<file path="src/rtl/piso8_serializer.sv">
// -----------------------------------------------------------------------------
// piso8_serializer
//   Parallel-to-serial converter feeding the 8-bit serial shift register stage.
//   Bytes arrive over a valid/ready handshake and leave MSB-first, one bit per
//   clock, qualified by sout_valid. A one-entry holding register lets the next
//   byte wait while the current frame shifts, so frames run back-to-back with
//   no idle cycle between them.
//
//   Optional feature: define PISO8_PARITY_EN to append an even-parity bit
//   (XOR of the 8 data bits) after bit 0, making each frame 9 bits long.
//
// Ports
//   clk          rising-edge clock
//   rst          synchronous, active-high reset
//   din[7:0]     parallel byte to serialize
//   din_valid    din is valid this cycle
//   din_ready    a byte can be accepted this cycle (= hold register empty)
//   sout         serial data, MSB first
//   sout_valid   sout carries a frame bit this cycle
//   frame_start  high on the cycle carrying a frame's first bit
//   busy         engine is shifting or the holding register is full
//
// state   | meaning
// --------+---------------------------------------------------------------
// S_IDLE  | no frame in progress, outputs quiet
// S_SHIFT | emitting sreg MSB each cycle, cnt = index of bit being driven
// -----------------------------------------------------------------------------
module piso8_serializer (
    input  logic       clk,
    input  logic       rst,
    input  logic [7:0] din,
    input  logic       din_valid,
    output logic       din_ready,
    output logic       sout,
    output logic       sout_valid,
    output logic       frame_start,
    output logic       busy
);

`ifdef PISO8_PARITY_EN
    localparam int N = 9;
`else
    localparam int N = 8;
`endif
    localparam logic [3:0] LAST_CNT = 4'(N - 1);

    localparam logic [0:0] S_IDLE  = 1'b0;
    localparam logic [0:0] S_SHIFT = 1'b1;

    logic [0:0]   state;
    logic [N-1:0] sreg;
    logic [3:0]   cnt;
    logic [7:0]   hold;
    logic         hold_full;

    logic accept;
    logic last_bit;

    // Shift-register image of a byte: data MSB-aligned, parity (if any) last.
    function automatic logic [N-1:0] frame_of(input logic [7:0] b);
`ifdef PISO8_PARITY_EN
        return {b, ^b};
`else
        return b;
`endif
    endfunction

    assign din_ready   = !hold_full;
    assign accept      = din_valid && din_ready;
    assign last_bit    = (state == S_SHIFT) && (cnt == LAST_CNT);

    assign sout_valid  = (state == S_SHIFT);
    assign sout        = sout_valid ? sreg[N-1] : 1'b0;
    assign frame_start = sout_valid && (cnt == 4'd0);
    assign busy        = (state == S_SHIFT) || hold_full;

    always_ff @(posedge clk) begin
        if (rst) begin
            state     <= S_IDLE;
            sreg      <= '0;
            cnt       <= 4'd0;
            hold      <= 8'd0;
            hold_full <= 1'b0;
        end else begin
            case (state)
                S_IDLE: begin
                    if (accept) begin
                        sreg  <= frame_of(din);
                        cnt   <= 4'd0;
                        state <= S_SHIFT;
                    end
                end
                default: begin
                    if (last_bit) begin
                        // hold_full forces din_ready low, so a drain and a
                        // direct accept can never collide here.
                        if (hold_full) begin
                            sreg      <= frame_of(hold);
                            hold_full <= 1'b0;
                            cnt       <= 4'd0;
                        end else if (accept) begin
                            sreg <= frame_of(din);
                            cnt  <= 4'd0;
                        end else begin
                            sreg  <= '0;
                            cnt   <= 4'd0;
                            state <= S_IDLE;
                        end
                    end else begin
                        sreg <= sreg << 1;
                        cnt  <= cnt + 4'd1;
                        if (accept) begin
                            hold      <= din;
                            hold_full <= 1'b1;
                        end
                    end
                end
            endcase
        end
    end

endmodule

</file>
<file path="config.mk">
export PLATFORM = sky130hd
export DESIGN_NAME = piso8_serializer
export DESIGN_NICKNAME = d
export VERILOG_FILES = /design/src/rtl/piso8_serializer.sv
export SDC_FILE = /design/constraint.sdc
export NUM_CORES = 1
export LEC_CHECK = 0
export ABC_AREA = 0
export ABC_CLOCK_PERIOD_IN_PS = 1400
export CAP_MARGIN = 30
export CORE_UTILIZATION = 29
export DETAILED_ROUTE_END_ITERATION = 10
export MAX_ROUTING_LAYER = met4
export PLACE_DENSITY = 0.55
export SLEW_MARGIN = 15
export SYNTH_ARGS = -nofsm -noshare
export SYNTH_HDL_FRONTEND = slang
export SYNTH_SLANG_ARGS = --single-unit
</file>
<file path="constraint.sdc">
create_clock -name clk -period 1.4 [get_ports clk]
set_clock_uncertainty 0.1 [all_clocks]
set_input_delay 0.35 -clock clk [delete_from_list [all_inputs] [get_ports clk]]
set_output_delay 0.35 -clock clk [all_outputs]
set_load 0.02 [all_outputs]
</file>
==> results of run 1 <==
==> metal layers <==
layer	part of all wire, %	track usage (%)	up-vias
li1	-	-	569
met3	3.0	1.552	5
met5	0	-	-
met4	2.3	8.777	0
met2	46	23.72	27
met1	49	19.27	546
==> cells by family (layout without fill, tap and decap cells) <==
logic type,after synthesis,after routing,share of synthesized area (%)
buf+inv,22,59,9.444
mux,9,9,7.555
fa+ha+maj,2,2,2.098
simple gates,57,57,22.77
compound gates,32,32,21.20
flops,22,22,36.94
==> synth_stat cells <==
cell,n
dfxtp_1,22
nor2_1,19
nand2_1,15
a21oi_1,13
inv_1,10
nor3_1,10
mux2i_1,9
a221oi_2,7
o21ai_0,7
buf_2,6
buf_6,3
and2_1,2
clkbuf_1,2
ha_1,2
nand2b_1,2
nand3_1,2
or2_1,2
a22o_1,1
a22oi_1,1
a2bb2oi_1,1
a311oi_2,1
and3_1,1
inv_2,1
nand3b_1,1
nor2_4,1
nor2b_4,1
nor3b_1,1
o31ai_1,1
==> cell usage in the layout, fill, tap and decap left out, types with 3 or more instances in the layout <==
master,Yosys,routed
buf_8,0,3
clkdlybuf4s50_1,0,9
inv_2,1,3
a21oi_1,13,13
mux2i_1,9,9
dfxtp_1,22,18
nand2_1,15,14
nor3_1,10,10
buf_6,3,11
o21ai_0,7,7
nor2_1,19,18
inv_1,10,8
clkbuf_8,0,3
buf_4,0,16
dfxtp_2,0,3
a221oi_2,7,7
buf_12,0,4
==> layout make-up <==
class	instances	area share, %
Inverter	11	2.334
Timing Repair Buffer	45	26.73
Tap cell	48	3.395
Multi-Input combinational cell	100	39.89
Clock buffer	3	2.334
Sequential cell	22	25.32
==> through the flow <==
stage	util (%)	setup WS, ns
3_5_place_dp	42.16	-0.4403
2_1_floorplan	-	0.006635
4_1_cts	45.52	-0.1836
5_1_grt	46.57	-0.2518
3_3_place_gp	42.16	-0.4028
6_report	46.57	-0.1778
==> state kept, by name, summed over array words and instances (netlist names) <==
signal	count
sout_valid	1
hold	8
hold_full	1
sreg	8
cnt	4
==> critical path, cell delays in order (launching register included) <==
cell	delay, ns
dfxtp_2	0.33
buf_6	0.12
ha_4	0.15
nand3b_1	0.11
buf_4	0.12
and3_4	0.19
buf_6	0.12
mux2i_1	0.18
nor2_1	0.06
==> how the worst min path moves through the flow <==
| stage | from | endpoint | cells after the start |
|---|---|---|---|
| after global placement | hold[4]$_SDFFE_PP0P_ | hold[4]$_SDFFE_PP0P_ | 2 |
| after detailed placement | hold[4]$_SDFFE_PP0P_ | hold[4]$_SDFFE_PP0P_ | 2 |
| final | hold[4]$_SDFFE_PP0P_ | hold[4]$_SDFFE_PP0P_ | 2 |
| after global routing | sreg[4]$_SDFFE_PP0P_ | sreg[4]$_SDFFE_PP0P_ | 2 |
| after floorplan | rst | cnt[2]$_SDFFE_PP0P_ | 1 |
| after CTS | sreg[3]$_SDFFE_PP0P_ | sreg[3]$_SDFFE_PP0P_ | 2 |
==> where the power goes <==
group	switching [mW]	leakage [nW]	internal, mW
registers	0.0271	0.182	0.665
clock network	0.218	0.0216	0.193
logic	0.192	0.536	0.224
total	0.437	0.739	1.08
==> what timing repair did <==
action                     4_1_cts  5_1_grt
pin swaps                        1        7
hold buffers                     0        0
gates resized for setup         45       11
setup endpoints to repair       24       24
setup buffers                    4        0
hold endpoints to repair         0        0
==> flow_metrics.env, run 1 <==
export IMPL_arrival_ns=1.64
export IMPL_seq_area_frac_synth_pct=36.94
export IMPL_multi_input_comb_area_sq_um=705.7
export IMPL_slew_violations=0
export IMPL_finalSetupTns_ns=-2.771
export IMPL_design_area_sq_um=1769
export IMPL_totalWireLength_mm=2.993
export IMPL_instances_no_fill=229
export IMPL_cp_max_fo=4
export IMPL_grt_pass1_wl_mm=4.864
export IMPL_finalPower_mw=1.519
export IMPL_maxCapViolCount=0
export IMPL_max_freq_mhz=633.8
export IMPL_synth_top_area_share_pct=36.94
export IMPL_reg2reg_depth=8
export IMPL_worstSetupStartpoint="cnt[1]$_SDFFE_PP0P_"
export IMPL_rr_endpoint="hold[7]$_SDFFE_PP0P_"
export IMPL_critical_path_class="reg -> reg"
export IMPL_startpoint_type="register"
export IMPL_syn_to_final_growth_pct=48.37
export IMPL_core_sq_um=3799
export IMPL_cp_required_ns=1.47
export IMPL_dp_cells=222
export IMPL_clock_path_buffers=2
export IMPL_clk_latency_ns=0.27
export IMPL_rows=22
export IMPL_portBuffers=15
export IMPL_cts_sinks=22
export IMPL_via_per_inst=5.009
export IMPL_hp_class="reg -> reg"
export IMPL_ant_nets=0
export IMPL_syn_avg_cell_area_sq_um=8.281
export IMPL_max_slew_margin_pct=82.77
export IMPL_min_period_ns=1.578
export IMPL_fp_dieW_um=66.12
export IMPL_clkTransAtPathRegs_ns=0.08
export IMPL_synthCells=144
export IMPL_r2r_start="cnt[1]$_SDFFE_PP0P_"
export IMPL_min_period_over_period_pct=112.7
export IMPL_dpl_cell_area_sq_um=1602
export IMPL_syn_num_nets=157
export IMPL_place_congestion=0.7598
export IMPL_rsz0062_at_grt="true"
export IMPL_violations="setup timing"
export IMPL_regArea_sq_um=447.9
export IMPL_start_util_pct=31.39
export IMPL_grt_ovfl_total=0
export IMPL_grt_max_degree=23
export IMPL_ys_warnings_count=0
export IMPL_fp_dieH_um=66.12
export IMPL_grt_pass1_vias=1038
export IMPL_setup_viol_count_final=21
export IMPL_finalHoldViolations=0
export IMPL_synth_area_sq_um=1192
export IMPL_worstSetupEndpoint="hold[7]$_SDFFE_PP0P_"
export IMPL_grt_use_total_pct=15.30
export IMPL_max_vdd_ir_drop_mv=0.4123
export IMPL_end_kind="register"
export IMPL_yosysTopAreaCell="dfxtp_1"
export IMPL_dr_total_vias=1147
export IMPL_setup_ws_ns=-0.1778
export IMPL_first_pass_iters=5
export IMPL_die_area_sq_um=4372
export IMPL_cts_tree="done"
export IMPL_fillers=365
export IMPL_h_tree_depth=1
export IMPL_netlist_top_cells_area="dfxtp_1 37%, a221oi_2 8.8%, mux2i_1 7.6%"
export IMPL_dp_hpwl_mm=1.974
export IMPL_diodes=0
export IMPL_fin_hold_ws_ns=0.4051
export IMPL_drtIter0Drc=46
export IMPL_antenna_found_initial=0
export IMPL_ioPinCount=16
export IMPL_cts_made_buffers=3
export IMPL_root_buffer="clkbuf_8"
export IMPL_synthDistinctLibCells=28
export IMPL_finalNetCount=196
export IMPL_status="finished, violations left"
export IMPL_tightest_slew_ns=0.2558
export IMPL_rrSetupSlack_ns=-0.18
export IMPL_p_leak_nw=0.7391
export IMPL_powerDensity_nw_per_um2=858.8
export IMPL_synth_seq_cells=22
export IMPL_drcViolationCount=0
export IMPL_drive_gt1_share_pct=35.91
export IMPL_wl_per_cell_um=13.07
Note: power is estimated with default switching activity, not from simulation.
==> run 2: changes to the inputs <==
--- a/config.mk
+++ b/config.mk
@@ -11,7 +11,7 @@
 export CORE_UTILIZATION = 29
 export DETAILED_ROUTE_END_ITERATION = 10
 export MAX_ROUTING_LAYER = met4
-export PLACE_DENSITY = 0.55
+export PLACE_DENSITY = 0.52
 export SLEW_MARGIN = 15
 export SYNTH_ARGS = -nofsm -noshare
 export SYNTH_HDL_FRONTEND = slang
==> run 2 against run 1 <==
The flow still finishes with violations (setup timing); register-to-register slack improved by 0.02 ns; final area shrank 1.2%; cell count rose by 0.44%; first-iteration DRC count decreased by 48%; count of clock-buffer cells in the layout stayed put; hold slack got worse by 0.0071 ns; flip-flop and latch count did not move; combinational power decreased by 3%; worst setup slack improved by 0.019 ns; core utilization decreased by 0.56 points; critical path type is now reg -> out; critical endpoint is now frame_start.
==> flow_metrics.env, run 2 (same netlist as run 1, synthesis figures left out) <==
export IMPL_start_util_pct=31.39
export IMPL_fp_dieW_um=66.12
export IMPL_wl_per_cell_um=12.44
export IMPL_swShare_pct=28.13
export IMPL_cp_max_fo=2
export IMPL_grt_pass1_vias=1056
export IMPL_fp_dieH_um=66.12
export IMPL_setup_viol_count_final=19
export IMPL_clk_latency_ns=0.26
export IMPL_instances_no_fill=230
export IMPL_arrival_ns=1.11
export IMPL_die_area_sq_um=4372
export IMPL_grt_use_total_pct=14.76
export IMPL_wl_met1_mm=1.355
export IMPL_h_tree_depth=1
export IMPL_drcViolationCount=0
export IMPL_fillers=366
export IMPL_antenna_found_initial=0
export IMPL_ant_nets=0
export IMPL_critical_path_class="reg -> out"
export IMPL_p_clk_share_pct=26.7
export IMPL_grt_ovfl_total=0
export IMPL_diodes=0
export IMPL_core_sq_um=3799
export IMPL_met3WireLength_um=67
export IMPL_hp_class="reg -> reg"
export IMPL_p_leak_nw=0.7336
export IMPL_cp_slowest_cell="dfxtp_2"
export IMPL_setup_ws_ns=-0.1585
export IMPL_grt_pass1_wl_mm=4.733
export IMPL_power_frac_seq_pct=46.2
export IMPL_drtIter0Drc=24
export IMPL_place_congestion=0.7715
export IMPL_startpoint_type="register"
export IMPL_clkTransAtPathRegs_ns=0.08
export IMPL_dp_hpwl_mm=1.982
export IMPL_mostFrequentLayoutCell="buf_4"
export IMPL_violations="setup timing"
export IMPL_slew_violations=0
export IMPL_tightest_slew_ns=0.2929
export IMPL_rsz0062_at_grt="true"
export IMPL_cts_tree="done"
export IMPL_combPwrFrac_pct=27.1
export IMPL_max_slew_margin_pct=80.27
export IMPL_reg_largest_list="hold (8), sreg (8), cnt (4)"
export IMPL_final_cell_mix="20 x buf_4, 19 x nor2_1, 18 x dfxtp_1, 14 x nand2_1, 13 x a21oi_1"
export IMPL_clock_path_buffers=2
export IMPL_grt_max_degree=23
export IMPL_portBuffers=15
export IMPL_cts_sinks=22
export IMPL_cp_cell_sequence="inv_2 -> ha_2 -> nor3b_2 -> buf_4"
export IMPL_internal_power_mw=1.076
export IMPL_powerDensity_nw_per_um2=856.5
export IMPL_wl_met2_mm=1.381
export IMPL_cp_top_family="flip-flops"
export IMPL_path_buf_inv=2
export IMPL_totalWireLength_mm=2.862
export IMPL_finalHoldViolations=0
export IMPL_first_pass_iters=4
export IMPL_maxCapViolCount=0
export IMPL_worst_path_stages=4
export IMPL_switchingPower_mw=0.4212
export IMPL_dr_total_vias=1107
export IMPL_top_layer="met4"
export IMPL_via_per_inst=4.813
export IMPL_cpPeakStageDelay_ns=0.35
export IMPL_dp_cells=221
export IMPL_syn_to_final_growth_pct=46.59
export IMPL_end_kind="output port"
export IMPL_max_vdd_ir_drop_mv=0.3713
export IMPL_root_buffer="clkbuf_8"
export IMPL_design_area_sq_um=1748
export IMPL_max_freq_mhz=641.6
export IMPL_min_period_over_period_pct=111.3
export IMPL_finalPower_mw=1.497
export IMPL_reg2reg_depth=8
export IMPL_cp_required_ns=0.95
export IMPL_rows=22
export IMPL_drive_gt1_share_pct=36.26
export IMPL_status="finished, violations left"
export IMPL_min_delay_path_depth=2
export IMPL_min_period_ns=1.559
export IMPL_dpl_cell_area_sq_um=1594
export IMPL_finalNetCount=197
export IMPL_finalSetupTns_ns=-2.389
export IMPL_final_core_util_pct=46.01
export IMPL_cts_made_buffers=3
export IMPL_cts_hold_buf=0
export IMPL_ioPinCount=16
-- run 2: power by group through the flow --
stage               Combinational (mW)  Clock [mW]  Sequential [mW]
global placement                 0.361           0            0.703
global route                     0.441       0.449            0.696
detailed placement               0.363           0            0.704
CTS                              0.395       0.417            0.691
floorplan                        0.214           0            0.705
finish                           0.406       0.399            0.692
-- run 2: path summary, 6_finish.rpt --
kind	start	to	slack, ns
worst max-delay path	cnt[0]$_SDFFE_PP0P_	frame_start	-0.16
worst min-delay path	hold[5]$_SDFFE_PP0P_	hold[5]$_SDFFE_PP0P_	0.40
worst max register to register	cnt[0]$_SDFFE_PP0P_	hold[0]$_SDFFE_PP0P_	-0.16
worst min register to register	hold[5]$_SDFFE_PP0P_	hold[5]$_SDFFE_PP0P_	0.40
-- run 2: cell type report --
class | count | area, sq um | share of cell area, %
multi-input combinational | 100 | 701.9 | 40.16
timing repair buffer | 46 | 457.9 | 26.20
sequential | 22 | 445.4 | 25.48
tap | 48 | 60.06 | 3.436
clock buffer | 3 | 41.29 | 2.362
inverter | 11 | 41.29 | 2.362
-- run 2: layer usage --
layer | vias to the layer above | global-route usage [%]
li1 | 569 | -
met1 | 519 | 18.41
met2 | 14 | 23.72
met3 | 5 | 2.069
met4 | 0 | 6.383
met5 | - | -
-- run 2: worst register-to-register path, stage by stage (launching register included) --
cell and delay (ns):
dfxtp_2 0.34, buf_6 0.12, ha_4 0.14, nand3b_1 0.10, buf_4 0.12, and3_4 0.18
buf_6 0.12, mux2i_1 0.18, nor2_1 0.06
-- run 2: timing repair --
item	4_1_cts	5_1_grt
pin swaps	7	3
setup buffers	5	2
resized for setup	40	5
endpoints found under the setup margin	24	23
-- run 2: metrics by stage --
stage | hold slack, ns | worst slack (ns)
2_1_floorplan | 0.3179 | 0.006635
3_3_place_gp | 0.3748 | -0.3864
3_5_place_dp | 0.3835 | -0.4095
4_1_cts | 0.4038 | -0.1681
5_1_grt | 0.4315 | -0.2425
6_report | 0.3979 | -0.1585
